$ cat src/rtl/mips_state_dumper.sv
// mips_state_dumper
// Streams the architectural state of a small MIPS core: r0..r31 from the
// register file, then a window of data memory, over a valid/ready port.
module mips_state_dumper #(
    parameter int ADDR_W = 8,
    parameter int WORD_W = 32
) (
    input  logic              clk,
    input  logic              rst,
    input  logic              start,
    input  logic [ADDR_W-1:0] dump_base,
    input  logic [ADDR_W:0]   dump_len,
    output logic [4:0]        reg_rd_addr,
    input  logic [WORD_W-1:0] reg_rd_data,
    output logic              mem_rd_en,
    output logic [ADDR_W-1:0] mem_addr,
    input  logic [WORD_W-1:0] mem_rd_data,
    output logic              out_valid,
    input  logic              out_ready,
    output logic [WORD_W-1:0] out_data,
    output logic              out_last,
    output logic              busy,
    output logic              done
);

    // state     | meaning
    // S_IDLE    | waiting for start
    // S_REG_CAP | register file addressed, capture read data
    // S_REG_OUT | register word presented, wait for handshake
    // S_MEM_RD  | one-cycle memory read strobe
    // S_MEM_CAP | capture memory read data
    // S_MEM_OUT | memory word presented, wait for handshake
    // S_DONE    | one-cycle completion pulse
    typedef enum logic [2:0] {
        S_IDLE, S_REG_CAP, S_REG_OUT, S_MEM_RD, S_MEM_CAP, S_MEM_OUT, S_DONE
    } state_t;

    state_t            state, state_nx;
    logic [4:0]        idx;
    logic [ADDR_W-1:0] addr;
    logic [ADDR_W:0]   cnt;
    logic [WORD_W-1:0] data_q;
    logic              xfer;

    localparam logic [ADDR_W:0] CNT_ONE = {{ADDR_W{1'b0}}, 1'b1};

    assign xfer = out_valid & out_ready;

    // state register
    always_ff @(posedge clk or posedge rst) begin
        if (rst) state <= S_IDLE;
        else     state <= state_nx;
    end

    // next-state decode
    always_comb begin
        state_nx = state;
        case (state)
            S_IDLE:    if (start) state_nx = S_REG_CAP;
            S_REG_CAP: state_nx = S_REG_OUT;
            S_REG_OUT: begin
                if (xfer) begin
                    if (idx != 5'd31)     state_nx = S_REG_CAP;
                    else if (cnt == '0)   state_nx = S_DONE;
                    else                  state_nx = S_MEM_RD;
                end
            end
            S_MEM_RD:  state_nx = S_MEM_CAP;
            S_MEM_CAP: state_nx = S_MEM_OUT;
            S_MEM_OUT: begin
                if (xfer) begin
                    if (cnt == CNT_ONE) state_nx = S_DONE;
                    else                state_nx = S_MEM_RD;
                end
            end
            S_DONE:    state_nx = S_IDLE;
            default:   state_nx = S_IDLE;
        endcase
    end

    // datapath: register index, memory address, remaining count, word buffer.
    // addr and cnt double as the latched base and length of the dump.
    always_ff @(posedge clk or posedge rst) begin
        if (rst) begin
            idx    <= '0;
            addr   <= '0;
            cnt    <= '0;
            data_q <= '0;
        end else begin
            case (state)
                S_IDLE: begin
                    if (start) begin
                        idx  <= '0;
                        addr <= dump_base;
                        cnt  <= dump_len;
                    end
                end
                S_REG_CAP: data_q <= reg_rd_data;
                S_REG_OUT: if (xfer && idx != 5'd31) idx <= idx + 5'd1;
                S_MEM_CAP: data_q <= mem_rd_data;
                S_MEM_OUT: begin
                    if (xfer) begin
                        cnt  <= cnt - 1'b1;
                        addr <= addr + 1'b1;
                    end
                end
                default: ;
            endcase
        end
    end

    // output decode
    always_comb begin
        out_valid   = 1'b0;
        out_last    = 1'b0;
        busy        = (state != S_IDLE);
        done        = 1'b0;
        mem_rd_en   = 1'b0;
        mem_addr    = addr;
        reg_rd_addr = idx;
        out_data    = data_q;
        case (state)
            S_REG_OUT: begin
                out_valid = 1'b1;
                out_last  = (idx == 5'd31) && (cnt == '0);
            end
            S_MEM_OUT: begin
                out_valid = 1'b1;
                out_last  = (cnt == CNT_ONE);
            end
            S_MEM_RD:  mem_rd_en = 1'b1;
            S_DONE:    done = 1'b1;
            default: ;
        endcase
    end

endmodule

$ cat config.mk
export PLATFORM = sky130hd
export DESIGN_NAME = mips_state_dumper
export DESIGN_NICKNAME = d
export VERILOG_FILES = /design/src/rtl/mips_state_dumper.sv
export SDC_FILE = /design/constraint.sdc
export NUM_CORES = 1
export LEC_CHECK = 0
export CORE_MARGIN = 1
export CORE_UTILIZATION = 46
export CTS_CLUSTER_DIAMETER = 40
export DETAILED_ROUTE_END_ITERATION = 6
export PLACE_DENSITY = 0.9
export SKIP_LAST_GASP = 1
export SLEW_MARGIN = 20
export SYNTH_ARGS = -nofsm -noshare
export SYNTH_HDL_FRONTEND = slang
export SYNTH_SLANG_ARGS = --single-unit
export TNS_END_PERCENT = 20
$ cat constraint.sdc
create_clock -name clk -period 5.5 [get_ports clk]
set_clock_uncertainty 0.05 [all_clocks]
set_input_delay 1.1 -clock clk [delete_from_list [all_inputs] [get_ports clk]]
set_output_delay 1.1 -clock clk [all_outputs]
set_load 0.03 [all_outputs]
## Word-level counts from Yosys, hierarchy flattened

Index checks and enable logic that the tools add are counted.

- Bits in registers: 57
- Input port bits: 85
- Output and inout bits: 50
- Word-level logic and storage cells: 55

- Add/subtract/negate cells: 3
- Equality and inequality tests: 13
- Muxes and demuxes: 21
- Bitwise gates (word level): 1
- Reduce and logical (&&, ||, !) cells: 12

Operator list:

| cell | number |
|---|---|
| $pmux W32 S2 | 1 |
| $mux W3 | 6 |
| $mux W9 | 2 |
| $pmux W3 S6 | 1 |
| $pmux W9 S2 | 1 |
| $mux W8 | 2 |
| $pmux W8 S2 | 1 |
| $mux W5 | 2 |
| $pmux W5 S2 | 1 |
| $eq A3 B3 Y1 const B | 3 |
| $eq A9 B1 Y1 const B | 1 |
| $logic_not A9 Y1 | 1 |
| $reduce_and A3 Y1 | 3 |
| $sub A9 B1 Y9 const B | 1 |
| $add A8 B1 Y8 const B | 1 |
| $ne A2 B2 Y1 const B | 4 |
| $eq A3 B2 Y1 const B | 2 |
| $reduce_bool A2 Y1 | 3 |
| $add A5 B1 Y5 const B | 1 |
| $eq A5 B5 Y1 const B | 1 |
| $ne A5 B5 Y1 const B | 1 |
| $eq A3 B1 Y1 const B | 1 |
| $logic_not A3 Y1 | 1 |
| $mux W1 | 3 |
| other kinds (5) | 6 |

## Logic depth before layout (Yosys ltp)

- Depth in word-level cells: 7
- Mapped depth: 7
- Depth with buffers taken out: 7

## Least setup slack after synthesis

No wires, ideal clock.

- Path type: register -> output
- Start point: register idx[0], in the netlist reg_rd_addr[0]
- End point: output out_last
- Data arrival time: 1.603 ns
- Data required time: 4.350 ns
- Slack: 2.747 ns
- Stages on the path, launching flop included: 6
- Buffers on the path: 0
- Cells stage by stage: dfrtp_1 > ha_1 > and3_1 > ha_1 > a32oi_1 > nor2_1

- Word-level cells in the longest chain between the ends: 3

RTL lines:

| what | RTL line | text |
|---|---|---|
| start, declared | 39 | `logic [4:0] idx;` |
| start signal, assigned | 99 | `S_REG_OUT: if (xfer && idx != 5'd31) idx <= idx + 5'd1;` |
| $eq A5 B5 Y1 | 125 | `out_last = (idx == 5'd31) && (cnt == '0);` |
| $logic_and A1 B1 Y1 | 125 |  |
| $pmux W1 S2 | 122 | `case (state)` |
| end, declared | 21 | `output logic out_last,` |

Every way passes these cells.

## Worst setup path after layout

- Start point: register state[0]
- End point: output out_last

- Word-level cells in the longest chain between the ends: 2
- Elaborated cells on any way between the ends: 3
- Classes of those cells: eq/ne: 2; mux: 1

RTL lines:

| what | RTL line | text |
|---|---|---|
| start, declared | 38 | `state_t state, state_nx;` |
| start signal, assigned | 52 | `else state <= state_nx;` |
| $eq A3 B3 Y1 or $eq A3 B2 Y1 (tied branches) | 122 |  |
| $pmux W1 S2 * | 122 |  |

Mark *: on every way between the ends. The rest lies on a longest branch, timed or not.

==> qor.yml <==
worstPathMaxFanout: 23
ys.warnings.count: 0
worstHoldPathCells: 2
seq_area_frac_synth_pct: 45.7
end_kind: "output pin"
area_growth_pct: 49.9
critPathLaunch: "state[0]"
drive_above_1_share_pct: 5.42
synth-compound-area-share_pct: 19.8
avgSynthCellArea_um2: 9.45
clk_pin_slew_ns: 0.07
htree_levels: 3
post_cts_buffers: 0
p_leak_uw: 0.00194
clockBufferDepth: 2
ff2ff_setup_slack_ns: 3.34
slew_violations: 0
viasPerCell: 5.59
p_per_area_nw_per_um2: 562
place_hpwl_um: 6230
synth_edf_count: 0
tightestPinTransition_ns: 0.792
crit_family: "simple AND/OR/NAND/NOR gates"
n_antenna_cell: 0
routedWlPerCell_um: 16.0
portBuffers: 134
fp.dieW_um: 84.3
synth-xor-area-share_pct: 0.281
critPathKind: "reg2out"
max_freq_ghz: 0.251
place_congestion: 0.894
post-place-ws_ns: 1.95
mostFrequentLayoutCells: "134 x clkdlybuf4s50_1, 57 x dfrtp_1, 50 x nand2_1"
hp-class: "reg2reg"
clock_sinks: 57
syn-num-nets: 422
grt_pass1_vias: 2967
slowest_delay_ns: 0.76
synth-simple-area-share_pct: 16.7
worst-r2r-cell-count: 4
grt_usage_pct: 25.2
nets: 549
ant_nets: 0
syn-cell-area_um2: 3120
vias: 3007
drc: 7
crit_chain: "and3b_1 > a32oi_1 > nor2_1 > clkdlybuf4s50_1"
synth-seq-cells: 57
wl_um: 8620
cp.arrival_ns: 2.83
worstReg2RegStart: "state[0]"
drt_first_pass_iters: 7
gr-total-overflow: 0
vdd_drop_max_uv: 315
synth_async_sr_flop_share_pct: 100
synth_cells: 330
critPathCapture: "out_last"
path_buf_inv: 1
synth_top_flop_cell: "dfrtp_1"
grt_start_max_net_pins: 62
clk_latency_ns: 0.33
drt-initial-drc-count: 268
antenna_found_initial: 0
synth-adder-area-share_pct: 2.81
finalHoldViolations: 0
required_ns: 4.35
pin_count: 135
startpoint_type: "flop"
rsz0062_at_grt: "no"
root_buffer: "clkbuf_8"
start_util_pct: 48.3
synthDistinctLibCells: 49
violations: "design-rule violations"
cts_buffers: 9
crit_slowest_cell: "and3b_1"
timing.final.ws_setup_ns: 1.52
muxShareOfSynthArea_pct: 9.63
fp.dieH_um: 84.3
synth_top_family_by_area: "compound AO/OA/AOI/OAI gates"
status: "finished with violations"
setup_tns_ns: 0
mostFrequentLayoutCell: "clkdlybuf4s50_1"
fin_crit_sh_pct: 72.3
slew-limit-headroom_pct: 47.1
r2r-end: "mem_addr[3]"
cts_tree: "yes"
setup_viol: 0
core_area_um2: 6460
post_cts_resized: 0
finalCriticalPeriod_ns: 3.98
cap_viol_max_count: 0
cts_hold_buf: 0
fp.dieArea_um2: 7110
cp_num_cells: 4
grt_pass1_wl_um: 14000
fp-row-count: 29
-- area by class of cell --
class / count / area (um^2)
clock buffers: 13 / 159
clock inverters: 2 / 37.5
fillers: 450 / 1780
inverters: 8 / 30.0
multi-input cells: 244 / 1550
flip-flops and latches: 57 / 1430
well taps: 77 / 96.3
repair buffers: 137 / 1380
-- worst register-to-register path, cell delays in order (launching register included) --
cell and delay (ns):
dfrtp_1 0.72, and3_1 0.30, o21ba_1 0.54, o21ai_0 0.18, a22o_1 0.26
-- worst min-delay path by stage --
stage,from,end
after floorplan,cnt[6],cnt[6]
after global placement,out_data[8],out_data[8]
after detailed placement,out_data[9],out_data[9]
after CTS,out_data[9],out_data[9]
after global routing,out_data[29],out_data[29]
final,out_data[9],out_data[9]
-- flip-flops by register name (all words and copies together) (netlist names) --
signal / flops
out_data: 32
cnt: 9
mem_addr: 8
reg_rd_addr: 5
state: 3
-- cells in the mapped netlist, drive strengths merged, types with 2 or more instances --
cell type	count	area, um^2
a21o	3	22.5
a21oi	15	75.1
a22oi	7	52.6
a2bb2oi	3	26.3
and2	4	25.0
and3	4	25.0
and3b	2	17.5
buf	15	104
clkbuf	6	22.5
dfrtp	57	1430
ha	7	87.6
inv	8	30.0
mux2i	30	300
nand2	50	188
nand2b	2	12.5
nand3	9	45.0
nand3b	2	27.5
nor2	10	40.0
nor2b	4	25.0
nor3	6	30.0
nor3b	3	37.5
nor4	2	12.5
o21ai	54	274
o21bai	2	18.8
o22ai	6	37.5
o2bb2ai	2	17.5
or3	2	12.5
-- logic make-up (layout without fill, tap and decap cells) --
| group | count (synthesis) | in the layout |
|---|---|---|
| xor+xnor | 1 | 1 |
| buf+inv | 29 | 160 |
| compound gates | 103 | 103 |
| mux | 30 | 30 |
| simple gates | 103 | 103 |
| flops | 57 | 57 |
| fa+ha+maj | 7 | 7 |
-- metrics by stage --
| step | hold slack, ns | total power, uW | utilization [%] | area (um^2) | std cells |
|---|---|---|---|---|---|
| 6_report | 0.430 | 2630 | 72.4 | 4670 | 538 |
| 5_1_grt | 0.452 | 2790 | 72.4 | 4670 | 538 |
| 4_1_cts | 0.434 | 2610 | 72.1 | 4650 | 537 |
| 3_5_place_dp | 0.420 | 2200 | 69.0 | 4460 | 522 |
| 3_3_place_gp | 0.410 | 2150 | 69.0 | 4460 | 522 |
| 2_1_floorplan | 0.408 | 1680 | - | 3120 | 330 |
-- power by group --
group | internal, uW | switching [uW]
clock network | 232 | 170
registers | 617 | 192
logic | 600 | 814
-- layer usage --
layer / GRT usage, % / share of wire, % / vias up
met5: 0 / 0 / -
met4: 11.1 / 2.1 / 0
met3: 6.00 / 5.2 / 16
met2: 43.1 / 53 / 105
met1: 30.4 / 40 / 1446
li1: - / - / 1440
Power figures use the tool's default switching activity.
